`src/rtl/alerta_proximidad.sv`:
```
// Proximity alert: hysteretic distance zones, LED bar, buzzer cadence and sensor timeout.
// Optional build macro BUZZER_TONE_EN: 2 kHz square-wave buzzer instead of a steady level.
module alerta_proximidad #(
    parameter int CLK_HZ     = 50_000_000,
    parameter int HYST_CM    = 5,
    parameter int TIMEOUT_MS = 100
) (
    input  logic       clk,
    input  logic       rst,
    input  logic [8:0] dist_cm,
    input  logic       dist_valid,
    output logic       led_50cm,
    output logic       led_100cm,
    output logic       led_200cm,
    output logic       buzzer,
    output logic       sensor_fault,
    output logic [1:0] zone_dbg_o
);

    // Encoding grows with closeness, so "closer" is a plain magnitude compare.
    typedef enum logic [1:0] {
        FAR  = 2'd0,
        Z200 = 2'd1,
        Z100 = 2'd2,
        Z50  = 2'd3
    } zone_t;

    localparam int MS_CYC = CLK_HZ / 1000;
    localparam int TO_CYC = TIMEOUT_MS * MS_CYC;
    localparam int MS_W   = $clog2(MS_CYC + 1);
    localparam int TO_W   = $clog2(TO_CYC + 1);
    localparam logic [15:0] THR50  = 16'(50 + HYST_CM);
    localparam logic [15:0] THR100 = 16'(100 + HYST_CM);
    localparam logic [15:0] THR200 = 16'(200 + HYST_CM);

    zone_t            zone_q, zone_d, raw_zone;
    logic             fault_q, fault_d;
    logic [TO_W-1:0]  to_cnt_q, to_cnt_d;
    logic [MS_W-1:0]  ms_cnt_q, ms_cnt_d;
    logic [9:0]       phase_q, phase_d;
    logic [2:0]       leds_q;
    logic             buzzer_q, buzzer_d;
    logic             on_d, zone_chg;
    logic [15:0]      release_thr;

    always_comb begin
        if (dist_cm < 9'd50)       raw_zone = Z50;
        else if (dist_cm < 9'd100) raw_zone = Z100;
        else if (dist_cm < 9'd200) raw_zone = Z200;
        else                       raw_zone = FAR;
    end

    always_comb begin
        case (zone_q)
            Z50:     release_thr = THR50;
            Z100:    release_thr = THR100;
            Z200:    release_thr = THR200;
            default: release_thr = 16'hFFFF;
        endcase
    end

    // Zone and timeout; a strobe always beats a simultaneous expiry.
    always_comb begin
        zone_d   = zone_q;
        fault_d  = fault_q;
        to_cnt_d = to_cnt_q;
        if (dist_valid) begin
            to_cnt_d = '0;
            fault_d  = 1'b0;
            if (fault_q || raw_zone > zone_q)
                zone_d = raw_zone;
            else if (raw_zone < zone_q && {7'd0, dist_cm} >= release_thr)
                zone_d = raw_zone;
        end else if (!fault_q) begin
            if (to_cnt_q == TO_W'(TO_CYC - 1)) begin
                fault_d = 1'b1;
                zone_d  = FAR;
            end else begin
                to_cnt_d = to_cnt_q + 1'b1;
            end
        end
    end

    assign zone_chg = (zone_d != zone_q);

    // ms prescaler feeds a phase counter that wraps at the cadence period.
    always_comb begin
        ms_cnt_d = ms_cnt_q;
        phase_d  = phase_q;
        if (zone_chg) begin
            ms_cnt_d = '0;
            phase_d  = '0;
        end else if (ms_cnt_q == MS_W'(MS_CYC - 1)) begin
            ms_cnt_d = '0;
            if (phase_q == ((zone_q == Z100) ? 10'd399 : 10'd799))
                phase_d = '0;
            else
                phase_d = phase_q + 10'd1;
        end else begin
            ms_cnt_d = ms_cnt_q + 1'b1;
        end
    end

    assign on_d = (zone_d == Z50) ||
                  (((zone_d == Z100) || (zone_d == Z200)) && (phase_d < 10'd100));

`ifdef BUZZER_TONE_EN
    localparam int HALF_CYC = CLK_HZ / 4000;
    localparam int HALF_W   = $clog2(HALF_CYC + 1);

    logic [HALF_W-1:0] tone_cnt_q, tone_cnt_d;
    logic              tone_q, tone_d;

    // Tone restarts high at every ON-phase start and on any zone change.
    always_comb begin
        tone_cnt_d = tone_cnt_q;
        tone_d     = tone_q;
        if (zone_chg || !on_d) begin
            tone_cnt_d = '0;
            tone_d     = 1'b1;
        end else if (tone_cnt_q == HALF_W'(HALF_CYC - 1)) begin
            tone_cnt_d = '0;
            tone_d     = ~tone_q;
        end else begin
            tone_cnt_d = tone_cnt_q + 1'b1;
        end
        buzzer_d = on_d & tone_d;
    end

    always_ff @(posedge clk) begin
        if (rst) begin
            tone_cnt_q <= '0;
            tone_q     <= 1'b1;
        end else begin
            tone_cnt_q <= tone_cnt_d;
            tone_q     <= tone_d;
        end
    end
`else
    assign buzzer_d = on_d;
`endif

    always_ff @(posedge clk) begin
        if (rst) begin
            zone_q   <= FAR;
            fault_q  <= 1'b0;
            to_cnt_q <= '0;
            ms_cnt_q <= '0;
            phase_q  <= '0;
            leds_q   <= 3'b000;
            buzzer_q <= 1'b0;
        end else begin
            zone_q   <= zone_d;
            fault_q  <= fault_d;
            to_cnt_q <= to_cnt_d;
            ms_cnt_q <= ms_cnt_d;
            phase_q  <= phase_d;
            leds_q   <= {zone_d == Z50, zone_d == Z100, zone_d == Z200};
            buzzer_q <= buzzer_d;
        end
    end

    assign led_50cm     = leds_q[2];
    assign led_100cm    = leds_q[1];
    assign led_200cm    = leds_q[0];
    assign buzzer       = buzzer_q;
    assign sensor_fault = fault_q;
    assign zone_dbg_o   = zone_q;

endmodule

```
`config.mk`:
```
export PLATFORM = sky130hd
export DESIGN_NAME = alerta_proximidad
export DESIGN_NICKNAME = d
export VERILOG_FILES = /design/src/rtl/alerta_proximidad.sv
export SDC_FILE = /design/constraint.sdc
export NUM_CORES = 1
export LEC_CHECK = 0
export BUFFER_PORTS_ARGS = -buffer_cell sky130_fd_sc_hd__buf_2
export CORE_ASPECT_RATIO = 0.8
export CORE_MARGIN = 2
export CORE_UTILIZATION = 43
export CTS_CLUSTER_DIAMETER = 60
export CTS_CLUSTER_SIZE = 28
export DETAILED_ROUTE_END_ITERATION = 8
export PLACE_DENSITY_LB_ADDON = 0.1
export SLEW_MARGIN = 20
export SYNTH_ARGS = -nofsm -noshare
export SYNTH_HDL_FRONTEND = slang
export SYNTH_SLANG_ARGS = --single-unit
```
`constraint.sdc`:
```
create_clock -name clk -period 4.4 [get_ports clk]
set_input_delay 0.88 -clock clk [delete_from_list [all_inputs] [get_ports clk]]
set_output_delay 0.88 -clock clk [all_outputs]
set_load 0.02 [all_outputs]
```
==> qor.txt, run 1 <==
GRT
------------------------------------------------------------------------------------------------------
Wire length of the first global-routing pass                                                 10,780 um
Overflow left after global routing                                                                   0
Number of antenna violations at the first check in global routing                                    0
All-layer global routing usage                                                                  0.1645
Largest net degree at the start of global routing                                                   27
Number of global-route vias before repair                                                        2,341

STA
------------------------------------------------------------------------------------------------------
Total count of hold-check failures in the final report                                               0
Post-layout minimum cycle time                                                                3.636 ns
Count of final max-slew check failures                                                               0
Slew headroom                                                                                   0.4117
Share of the cycle needed by the critical path after routing                                    0.8264
Setup Total Neg Slack                                                                             0 ns
Highest attainable clock frequency                                                           275.0 MHz
Transition time at the pin with the least slew margin                                        0.8825 ns
Final setup skew                                                                           0.008547 ns
RSZ-0062 raised after global routing                                                             false
Total of endpoints with negative setup slack in the final report                                     0
Final hold slack                                                                             0.4523 ns

CLOCK NETWORK
------------------------------------------------------------------------------------------------------
Number of buffers created by CTS                                                                     5
Clk root buf                                                                              sky130_fd_sc_hd__clkbuf_8
Maximum count of clock buffers along a single path                                                   2
Clock transition at the register clock pins on the worst setup and hold paths after CTS        0.10 ns
Quantity of gates resized following cts                                                              0
Clock tree from TritonCTS                                                                         done
Number of H-tree levels                                                                              2
Clock latency reported for the late side of the worst-skew pair                                0.31 ns
Post-CTS repair timing setup buffer count                                                            0
Post-CTS Hold Fix Bufs                                                                               0
# clock sinks                                                                                       56

DRT
------------------------------------------------------------------------------------------------------
DRC Markers                                                                                          0
Detailed-route wire length per cell                                                           13.25 um
Initial detailed-routing violation count                                                            80
Via count                                                                                        2,447
Average vias per placed instance                                                                 5.378
Total iterations of the first detailed-routing run                                                   4
Post-DRT Antenna Nets                                                                                0
Wirelength, routed                                                                             6030 um

SYNTHESIS
------------------------------------------------------------------------------------------------------
Adder-Cell Fraction of Synth Area                                                              0.08437
Ys async rst share                                                                                   0
Mux share of post-synthesis cell area                                                          0.01366
Complex-gate fraction of the synthesized area                                                  0.08919
Post-synthesis instance area                                                                  3114 um2
Main combinational cell family by area after synthesis                                    simple AND/OR/NAND/NOR gates
Number of warnings reported in the yosys synthesis log                                               0
Synth Register Bits                                                                                 56
Post-Syn Instances                                                                                 353
Distinct cell type count of the synthesized netlist                                                 46
Dominant synthesized flop cell                                                            sky130_fd_sc_hd__dfxtp_1
XOR/XNOR share of the synthesized area                                                          0.1237
Simple logic cell fraction of the synthesized area                                              0.2929
Number of flops mapped to enable cells by yosys                                                      0
Sequential cell area fraction in the yosys report                                               0.3600
Syn_area_per_cell                                                                            8.822 um2
Syn nets                                                                                           386

LAYOUT
------------------------------------------------------------------------------------------------------
Most common cell after layout, fill and taps aside                                        sky130_fd_sc_hd__dfxtp_1
Area of combinational cells with multiple inputs                                              1881 um2
Total number of nets in the final design                                                           401
Share of post-route cells with drive strength above 1                                          0.08696
Diode insertion count for antenna repair                                                             0
Post-Layout Cell Count                                                                             455
Sequential cell area in the final layout                                                      1121 um2
Synth-to-Final Area Change                                                                      7.192%
Filler Cell Count                                                                                  676
Top library cells by usage in the layout, fill and taps aside                             sky130_fd_sc_hd__dfxtp_1 (56), sky130_fd_sc_hd__nor2_1 (40), sky130_fd_sc_hd__nor3_1 (28), sky130_fd_sc_hd__nand2_1 (23)
Post-layout utilization of the core                                                             0.4797

FLOORPLANNING
------------------------------------------------------------------------------------------------------
Die width                                                                                     99.15 um
Vert. Die Dim                                                                                 80.12 um
Count of pins on the block boundary                                                                 19
Total core area                                                                               6959 um2
Num rows                                                                                            27
Initial Util                                                                                    0.4475
Total die area                                                                                7944 um2

PLACEMENT
------------------------------------------------------------------------------------------------------
Estimated wirelength of the detail-placed design                                               4351 um
Number of input and output port buffers inserted                                                    18
Routability cong.                                                                               0.7967
Placed Cells incl. Taps                                                                            448

CRITICAL PATH
------------------------------------------------------------------------------------------------------
Critical path peak fanout                                                                            5
Critical Path Max Stage Delay                                                                  0.41 ns
CP Class                                                                                  primary input to flip-flop
Family of cells with the greatest summed delay on the critical path                       compound AO/OA/AOI/OAI gates
Buffering stage count on the worst path with inverters included                                      2
Crit path max-delay cell type                                                             sky130_fd_sc_hd__mux2_2
Worst Path Arrival                                                                             3.82 ns
Critical path cell sequence                                                               buf_2 -> o311a_1 -> nor3_1 -> o21ai_0 -> nand2b_1 -> ha_1 -> nor2b_1 -> o32a_1 -> o21ai_0 -> a41oi_1 -> mux2_2 -> inv_1 -> ha_1 -> o311ai_0 -> o221ai_1
CP required                                                                                    4.58 ns
Type of element launching the critical path                                               primary input
Critical path endpoint category                                                              flip-flop

STATUS
------------------------------------------------------------------------------------------------------
Result of the run                                                                         finished, final reports clean

POWER AND IR DROP
------------------------------------------------------------------------------------------------------
Worst IR drop on VDD                                                                         0.1148 mV
Total chip power                                                                             0.8460 mW
Ratio of total power to cell area                                                         253.4 nW/um2
Leakage component of the power                                                                1.262 nW

FLOW RUN
------------------------------------------------------------------------------------------------------
Number of max-cap violations                                                                         0

HOLD PATH
------------------------------------------------------------------------------------------------------
Worst hold path type                                                                      flip-flop to flip-flop

-- state kept, by name, summed over array words and instances, names as in the netlist --
name and flops:
to_cnt_q 23, sensor_fault 1, ms_cnt_q 16, leds_q 3, buzzer 1, zone_dbg_o 2, phase_q 10
-- through the flow --
| step | cell area, um2 | setup slack (ns) |
|---|---|---|
| after CTS | 3338 | 0.7905 |
| after global placement | 3261 | 0.5960 |
| after detailed placement | 3261 | 0.4596 |
| after global routing | 3338 | 0.5151 |
| final | 3338 | 0.7637 |
| after floorplan | 3114 | 0.8549 |
-- report_power, final --
part / switching, mW / internal [mW] / total, mW
clock: 0.156 / 0.109 / 0.265
sequential: 0.00464 / 0.512 / 0.517
combinational: 0.0385 / 0.0256 / 0.0641
total: 0.200 / 0.646 / 0.846
-- synthesized netlist by cell type (8+ instances only) --
cell type | count | area share
sky130_fd_sc_hd__nor2_1 | 40 | 0.048
sky130_fd_sc_hd__and4_1 | 10 | 0.028
sky130_fd_sc_hd__inv_1 | 14 | 0.017
sky130_fd_sc_hd__ha_1 | 21 | 0.084
sky130_fd_sc_hd__dfxtp_1 | 56 | 0.36
sky130_fd_sc_hd__clkbuf_1 | 8 | 0.0096
sky130_fd_sc_hd__nor3_1 | 28 | 0.045
sky130_fd_sc_hd__and3_1 | 14 | 0.028
sky130_fd_sc_hd__nand2_1 | 23 | 0.028
sky130_fd_sc_hd__xor2_1 | 22 | 0.062
sky130_fd_sc_hd__nand3_1 | 16 | 0.026
sky130_fd_sc_hd__nand4_1 | 10 | 0.020
sky130_fd_sc_hd__xnor2_1 | 22 | 0.062
sky130_fd_sc_hd__o21ai_0 | 8 | 0.013
-- layer usage --
layer | global-route usage | share of wire | up-vias
met3 | 0.03133 | 0.035 | 10
met1 | 0.2352 | 0.55 | 1108
met4 | 0.05479 | 0.014 | 0
met5 | 0 | 0 | -
met2 | 0.2486 | 0.40 | 39
li1 | - | - | 1290
-- worst reg2reg max path: stages (launching register included) --
cell                       delay (ns)
sky130_fd_sc_hd__dfxtp_1         0.57
sky130_fd_sc_hd__inv_1           0.16
sky130_fd_sc_hd__ha_1            0.36
sky130_fd_sc_hd__ha_1            0.29
sky130_fd_sc_hd__a21oi_1         0.05
sky130_fd_sc_hd__o21ai_0         0.20
sky130_fd_sc_hd__nand2_1         0.10
sky130_fd_sc_hd__a41oi_1         0.38
sky130_fd_sc_hd__mux2_2          0.41
sky130_fd_sc_hd__inv_1           0.10
sky130_fd_sc_hd__ha_1            0.24
sky130_fd_sc_hd__o311ai_0        0.12
sky130_fd_sc_hd__o221ai_1        0.18
-- logic make-up after synthesis --
group / Yosys count
and+or+nand+nor: 167
DFF: 56
xor gates and xnor gates: 44
AOI/OAI and AO/OA: 36
buffers and inverters: 25
adders and majority gates: 21
muxes: 4
-- worst paths after layout --
check	start	endpoint	slack (ns)	depth (start not counted)
max	dist_cm[3]	buzzer$_SDFF_PP0_	0.76	15
min	ms_cnt_q[0]$_SDFF_PP0_	ms_cnt_q[0]$_SDFF_PP0_	0.45	1
max reg2reg	zone_dbg_o[0]$_SDFF_PP0_	buzzer$_SDFF_PP0_	1.11	12
min reg2reg	ms_cnt_q[0]$_SDFF_PP0_	ms_cnt_q[0]$_SDFF_PP0_	0.45	1
-- final cells by class --
type,count,area share
clock buffers,6,0.02174
clock inverters,1,0.001499
inverters,14,0.01574
multi-input cells,272,0.5633
flip-flops and latches,56,0.3358
well taps,87,0.03261
repair buffers,19,0.02924
No activity file was read; power rests on OpenSTA's default activity.
==> run 2, diff against run 1 <==
- clock period: 4.4 -> 3.8 ns (I/O delays scaled with it)
==> qor.txt, run 2 (synthesis results as in run 1) <==
POWER AND IR DROP
------------------------------------------------------------------------------------------------------
Worst IR drop on VDD                                                                         0.1406 mV   was 0.1148 mV
Ratio of total power to cell area                                                         300.4 nW/um2   was 253.4 nW/um2
Leakage component of the power                                                                1.285 nW   was 1.262 nW

GRT
------------------------------------------------------------------------------------------------------
Number of global-route vias before repair                                                        2,289   was 2,341
All-layer global routing usage                                                                  0.1617   was 0.1645
Overflow left after global routing                                                                   0   unchanged
Wire length of the first global-routing pass                                                 10,630 um   was 10,780 um
Number of antenna violations at the first check in global routing                                    0   unchanged
Largest net degree at the start of global routing                                                   27   unchanged

FLOW RUN
------------------------------------------------------------------------------------------------------
Number of max-cap violations                                                                         0   unchanged

DRT
------------------------------------------------------------------------------------------------------
Total iterations of the first detailed-routing run                                                   4   unchanged
Initial detailed-routing violation count                                                           115   was 80
Post-DRT Antenna Nets                                                                                0   unchanged
Via count                                                                                        2,477   was 2,447
Average vias per placed instance                                                                 5.385   was 5.378
DRC Markers                                                                                          0   unchanged
Wirelength, routed                                                                             5972 um   was 6030 um
Detailed-route wire length per cell                                                           12.98 um   was 13.25 um

CRITICAL PATH
------------------------------------------------------------------------------------------------------
Crit path max-delay cell type                                                             sky130_fd_sc_hd__mux2_2   unchanged
Type of element launching the critical path                                               primary input   unchanged
Critical path cell sequence                                                               buf_2 -> o311a_1 -> nor3_1 -> o21ai_0 -> nand2b_1 -> ha_1 -> nor2b_1 -> o32a_1 -> o21ai_0 -> a41oi_1 -> mux2_2 -> inv_1 -> ha_1 -> o311ai_0 -> o221ai_1   unchanged
CP Class                                                                                  primary input to flip-flop   unchanged
CP required                                                                                    3.98 ns   was 4.58 ns
Critical Path Max Stage Delay                                                                  0.42 ns   was 0.41 ns
Critical path peak fanout                                                                            5   unchanged
Critical path endpoint category                                                              flip-flop   unchanged
Worst Path Arrival                                                                             3.67 ns   was 3.82 ns

STA
------------------------------------------------------------------------------------------------------
Share of the cycle needed by the critical path after routing                                    0.9176
Slew headroom                                                                                   0.4535   was 0.4117
Post-layout minimum cycle time                                                                3.487 ns
Total count of hold-check failures in the final report                                               0   unchanged
Transition time at the pin with the least slew margin                                        0.8181 ns   was 0.8825 ns
Count of final max-slew check failures                                                               0   unchanged
Highest attainable clock frequency                                                           286.8 MHz
RSZ-0062 raised after global routing                                                             false   unchanged
Setup Total Neg Slack                                                                             0 ns   unchanged
Final setup skew                                                                            0.01464 ns   was 0.008547 ns
Total of endpoints with negative setup slack in the final report                                     0   unchanged

LAYOUT
------------------------------------------------------------------------------------------------------
Number of flip-flops in the largest register                                                        23   unchanged
Diode insertion count for antenna repair                                                             0   unchanged
Top library cells by usage in the layout, fill and taps aside                             sky130_fd_sc_hd__dfxtp_1 (56), sky130_fd_sc_hd__nor2_1 (40), sky130_fd_sc_hd__nor3_1 (28), sky130_fd_sc_hd__nand2_1 (23)   unchanged
Synth-to-Final Area Change                                                                      8.678%   was 7.192%
Most common cell after layout, fill and taps aside                                        sky130_fd_sc_hd__dfxtp_1   unchanged
Filler Cell Count                                                                                  699   was 676
Total number of nets in the final design                                                           405   was 401
Sequential cell area in the final layout                                                      1121 um2   unchanged
Largest reg by FF count                                                                       to_cnt_q   unchanged
Finished layout cell area                                                                     3385 um2   was 3338 um2
Share of post-route cells with drive strength above 1                                          0.09920   was 0.08696
Area of combinational cells with multiple inputs                                              1881 um2   unchanged
Regs by FF count                                                                          to_cnt_q: 23 flops, ms_cnt_q: 16 flops, phase_q: 10 flops   unchanged

CLOCK NETWORK
------------------------------------------------------------------------------------------------------
Clock tree from TritonCTS                                                                         done   unchanged
Clock latency reported for the late side of the worst-skew pair                                0.31 ns   about the same
Post-CTS Hold Fix Bufs                                                                               0   unchanged
Number of buffers created by CTS                                                                     5   unchanged
Quantity of gates resized following cts                                                              0   unchanged
# clock sinks                                                                                       56   unchanged
Number of H-tree levels                                                                              2   unchanged
Post-CTS repair timing setup buffer count                                                            0   unchanged
Clock transition at the register clock pins on the worst setup and hold paths after CTS        0.09 ns   was 0.10 ns
Clk root buf                                                                              sky130_fd_sc_hd__clkbuf_8   unchanged
Maximum count of clock buffers along a single path                                                   2   unchanged

PLACEMENT
------------------------------------------------------------------------------------------------------
Number of input and output port buffers inserted                                                    18   unchanged
Estimated wirelength of the detail-placed design                                               4285 um   was 4351 um
Total cell area at the placement stage                                                        3291 um2   was 3261 um2
Routability cong.                                                                               0.7977   was 0.7967

FLOORPLANNING
------------------------------------------------------------------------------------------------------
Total die area                                                                                7944 um2   unchanged
Num rows                                                                                            27   unchanged
Initial Util                                                                                    0.4475   unchanged
Die width                                                                                     99.15 um   unchanged
Total core area                                                                               6959 um2   unchanged
Count of pins on the block boundary                                                                 19   unchanged
Vert. Die Dim                                                                                 80.12 um   unchanged

STATUS
------------------------------------------------------------------------------------------------------
Result of the run                                                                         finished, final reports clean   unchanged

HOLD PATH
------------------------------------------------------------------------------------------------------
Worst hold path type                                                                      flip-flop to flip-flop   unchanged

## run 2: routing by layer
| layer | wire (um) | GRT usage |
|---|---|---|
| met1 | 3309 | 0.2358 |
| met4 | 48 | 0.04247 |
| met5 | 0 | 0 |
| met2 | 2434 | 0.2426 |
| met3 | 180 | 0.03307 |
## run 2: through the flow
stage	total power, mW	setup slack [ns]	hold slack, ns	instances	utilization
after floorplan	0.6655	0.3749	0.4215	353	-
after global placement	0.6886	0.1467	0.4357	452	0.4729
after detailed placement	0.6892	0.006728	0.4464	452	0.4729
after CTS	1.035	0.3333	0.4599	460	0.4863
after global routing	1.067	0.01826	0.4668	460	0.4863
final	1.017	0.3133	0.4553	460	0.4863
## run 2: path summary, 6_finish.rpt
check | from | to | slack [ns] | cells past startpoint
max reg2reg | zone_dbg_o[1]$_SDFF_PP0_ | buzzer$_SDFF_PP0_ | 0.55 | 12
min reg2reg | ms_cnt_q[0]$_SDFF_PP0_ | ms_cnt_q[0]$_SDFF_PP0_ | 0.46 | 1
max | dist_cm[3] | buzzer$_SDFF_PP0_ | 0.31 | 15
min | ms_cnt_q[0]$_SDFF_PP0_ | ms_cnt_q[0]$_SDFF_PP0_ | 0.46 | 1
## run 2: cell type report
class,instances,area share
multi-input combinational,272,0.5556
sequential,56,0.3312
timing repair buffer,23,0.03771
tap,87,0.03216
clock buffer,7,0.02551
inverter,14,0.01553
clock inverter,1,0.002218
## run 2: report_power, final
part           switching, mW  internal (mW)  total [mW]
logic                 0.0461         0.0322      0.0783
clock network          0.192          0.149       0.341
registers            0.00441          0.593       0.597
total                  0.243          0.774        1.02
## run 2: worst max-delay path, delay by kind of cell
| kind | cells | cell delay [ns] |
|---|---|---|
| AOI/OAI and AO/OA | 7 | 1.33 |
| buffers and inverters | 2 | 0.22 |
| muxes | 1 | 0.42 |
| and+or+nand+nor | 3 | 0.51 |
| adders and majority gates | 2 | 0.41 |
==> run 3, diff against run 2 <==
- GPL_ROUTABILITY_DRIVEN: default -> 0
- RECOVER_POWER: default -> 25
==> qor.txt, run 3 (synthesis results as in run 1) <==
STA
------------------------------------------------------------------------------------------------------
Transition time at the pin with the least slew margin                                         1.958 ns   was 0.8181 ns
Total of endpoints with negative setup slack in the final report                                     0   unchanged
Post-layout minimum cycle time                                                                3.491 ns   was 3.487 ns
Setup slack of the critical path after layout                                                0.3089 ns   was 0.3133 ns
Setup Total Neg Slack                                                                             0 ns   unchanged
Slew headroom                                                                                  -0.3390   was 0.4535
Total count of hold-check failures in the final report                                               0   unchanged
Highest attainable clock frequency                                                           286.4 MHz   was 286.8 MHz
Count of final max-slew check failures                                                               7   was 0
RSZ-0062 raised after global routing                                                             false   unchanged
Final setup skew                                                                            0.01605 ns   was 0.01464 ns
Share of the cycle needed by the critical path after routing                                    0.9187   was 0.9176

CLOCK NETWORK
------------------------------------------------------------------------------------------------------
Clock tree from TritonCTS                                                                         done   unchanged
Clock latency reported for the late side of the worst-skew pair                                0.31 ns   about the same
Clock transition at the register clock pins on the worst setup and hold paths after CTS        0.09 ns   about the same
Maximum count of clock buffers along a single path                                                   2   unchanged
# clock sinks                                                                                       56   unchanged
Number of buffers created by CTS                                                                     5   unchanged
Post-CTS Hold Fix Bufs                                                                               0   unchanged
Number of H-tree levels                                                                              2   unchanged
Quantity of gates resized following cts                                                              0   unchanged
Clk root buf                                                                              sky130_fd_sc_hd__clkbuf_8   unchanged
Post-CTS repair timing setup buffer count                                                            0   unchanged

FLOORPLANNING
------------------------------------------------------------------------------------------------------
Total core area                                                                               6959 um2   unchanged
Num rows                                                                                            27   unchanged
Vert. Die Dim                                                                                 80.12 um   unchanged
Die width                                                                                     99.15 um   unchanged
Count of pins on the block boundary                                                                 19   unchanged
Total die area                                                                                7944 um2   unchanged
Initial Util                                                                                    0.4475   unchanged

STATUS
------------------------------------------------------------------------------------------------------
Violated checks                                                                           capacitance limit, slew limit
Result of the run                                                                         finished with violations   was finished, final reports clean

PLACEMENT
------------------------------------------------------------------------------------------------------
DP Worst Slack                                                                             0.006728 ns   unchanged
Number of input and output port buffers inserted                                                    18   unchanged
Estimated wirelength of the detail-placed design                                               4285 um   unchanged

CRITICAL PATH
------------------------------------------------------------------------------------------------------
CP Class                                                                                  primary input to flip-flop   unchanged
Critical Path Max Stage Delay                                                                  0.42 ns   about the same
Worst Path Arrival                                                                             3.67 ns   about the same
Destination of the worst register-to-register timing path                                 buzzer$_SDFF_PP0_   unchanged
Setup slack on the worst flop-to-flop path                                                     0.55 ns   about the same
Critical path cell sequence                                                               buf_2 -> o311a_1 -> nor3_1 -> o21ai_0 -> nand2b_1 -> ha_1 -> nor2b_1 -> o32a_1 -> o21ai_0 -> a41oi_1 -> mux2_2 -> inv_1 -> ha_1 -> o311ai_0 -> o221ai_1   unchanged
Worst flop-to-flop path startpoint                                                        zone_dbg_o[1]$_SDFF_PP0_   unchanged
Family of cells with the greatest summed delay on the critical path                       compound AO/OA/AOI/OAI gates   unchanged
Type of element launching the critical path                                               primary input   unchanged
Buffering stage count on the worst path with inverters included                                      2   unchanged
Critical path endpoint category                                                              flip-flop   unchanged
CP required                                                                                    3.98 ns   about the same
R2R cell count                                                                                      12   unchanged
Critical path peak fanout                                                                            5   unchanged
Crit path max-delay cell type                                                             sky130_fd_sc_hd__mux2_2   unchanged

LAYOUT
------------------------------------------------------------------------------------------------------
Synth-to-Final Area Change                                                                      7.593%   was 8.678%
Largest reg by FF count                                                                       to_cnt_q   unchanged
Diode insertion count for antenna repair                                                             0   unchanged
Most common cell after layout, fill and taps aside                                        sky130_fd_sc_hd__dfxtp_1   unchanged
Share of post-route cells with drive strength above 1                                          0.07239   was 0.09920
Total number of nets in the final design                                                           405   unchanged
Number of flip-flops in the largest register                                                        23   unchanged
Regs by FF count                                                                          to_cnt_q: 23 flops, ms_cnt_q: 16 flops, phase_q: 10 flops   unchanged
Top library cells by usage in the layout, fill and taps aside                             sky130_fd_sc_hd__dfxtp_1 (56), sky130_fd_sc_hd__nor2_1 (40), sky130_fd_sc_hd__nor3_1 (28), sky130_fd_sc_hd__nand2_1 (23)   unchanged

HOLD PATH
------------------------------------------------------------------------------------------------------
End point of the most critical hold path                                                  ms_cnt_q[0]$_SDFF_PP0_   unchanged
Worst hold path type                                                                      flip-flop to flip-flop   unchanged
Hold depth                                                                                           1   unchanged
Source of the worst hold timing path                                                      ms_cnt_q[0]$_SDFF_PP0_   unchanged

DRT
------------------------------------------------------------------------------------------------------
Initial detailed-routing violation count                                                            98   was 115
Via count                                                                                        2,464   was 2,477
Wirelength, routed                                                                             6005 um   was 5972 um
DRC Markers                                                                                          0   unchanged
Total iterations of the first detailed-routing run                                                   4   unchanged
Average vias per placed instance                                                                 5.357   was 5.385
Post-DRT Antenna Nets                                                                                0   unchanged
Detailed-route wire length per cell                                                           13.05 um   was 12.98 um

GRT
------------------------------------------------------------------------------------------------------
Number of global-route vias before repair                                                        2,289   unchanged
Largest net degree at the start of global routing                                                   27   unchanged
Overflow left after global routing                                                                   0   unchanged
All-layer global routing usage                                                                  0.1617   unchanged
Wire length of the first global-routing pass                                                 10,630 um   unchanged
Number of antenna violations at the first check in global routing                                    0   unchanged

FLOW RUN
------------------------------------------------------------------------------------------------------
Number of max-cap violations                                                                         1   was 0

POWER AND IR DROP
------------------------------------------------------------------------------------------------------
Leakage component of the power                                                                1.237 nW   was 1.285 nW
Ratio of total power to cell area                                                         303.5 nW/um2   was 300.4 nW/um2
Worst IR drop on VDD                                                                         0.1406 mV   about the same

## run 3: changes by cell type in the layout (fill, tap and decap cells not counted), sizes merged
cell    change
buf         -7
clkbuf      +7
## run 3: how the worst max path moves through the flow
stage	from	end	slack (ns)	cells after the start
global placement	dist_cm[3]	buzzer$_SDFF_PP0_	0.15	14
finish	dist_cm[3]	buzzer$_SDFF_PP0_	0.31	15
CTS	dist_cm[3]	buzzer$_SDFF_PP0_	0.33	15
floorplan	dist_cm[3]	buzzer$_SDFF_PP0_	0.37	14
global route	dist_cm[3]	buzzer$_SDFF_PP0_	0.02	15
detailed placement	dist_cm[3]	buzzer$_SDFF_PP0_	0.007	15
## run 3: final cells by class
cell class                      count  area, um2
Multi-Input combinational cell    272       1856
Sequential cell                    56       1121
Clock buffer                        7      86.33
Fill cell                         705       3608
Clock inverter                      1      7.507
Tap cell                           87      108.9
Timing Repair Buffer               23      118.9
Inverter                           14      52.55
## run 3: routing by layer
layer | vias to the layer above | share of wire | track usage
li1 | 1300 | - | -
met1 | 1126 | 0.56 | 0.2358
met2 | 33 | 0.40 | 0.2426
met3 | 5 | 0.031 | 0.03307
met4 | 0 | 0.0077 | 0.04247
met5 | - | 0 | 0
## run 3: metrics by stage
step	hold slack (ns)	area, um2	std cells	utilization	power (mW)
5_1_grt	0.4668	3351	460	0.4815	1.067
4_1_cts	0.4599	3385	460	0.4863	1.035
3_5_place_dp	0.4464	3291	452	0.4729	0.6892
6_report	0.4553	3351	460	0.4815	1.017
2_1_floorplan	0.4215	3114	353	-	0.6655
3_3_place_gp	0.4357	3291	452	0.4729	0.6886
## run 3: power by group
part	leakage, nW	switching (mW)	internal (mW)
Sequential	0.452	0.00448	0.593
Clock	0.0445	0.193	0.149
Combinational	0.741	0.0461	0.0317
Total	1.24	0.243	0.773
## run 3: worst reg2reg max path: cells and delay by family (launching register included)
family                   cells  cell delay (ns)
AO/OA/AOI/OAI                5             0.92
buffers and inverters        2             0.29
flip-flops                   1             0.52
AND/OR/NAND/NOR              1             0.09
adder cells (fa/ha/maj)      3             0.89
multiplexers                 1             0.42
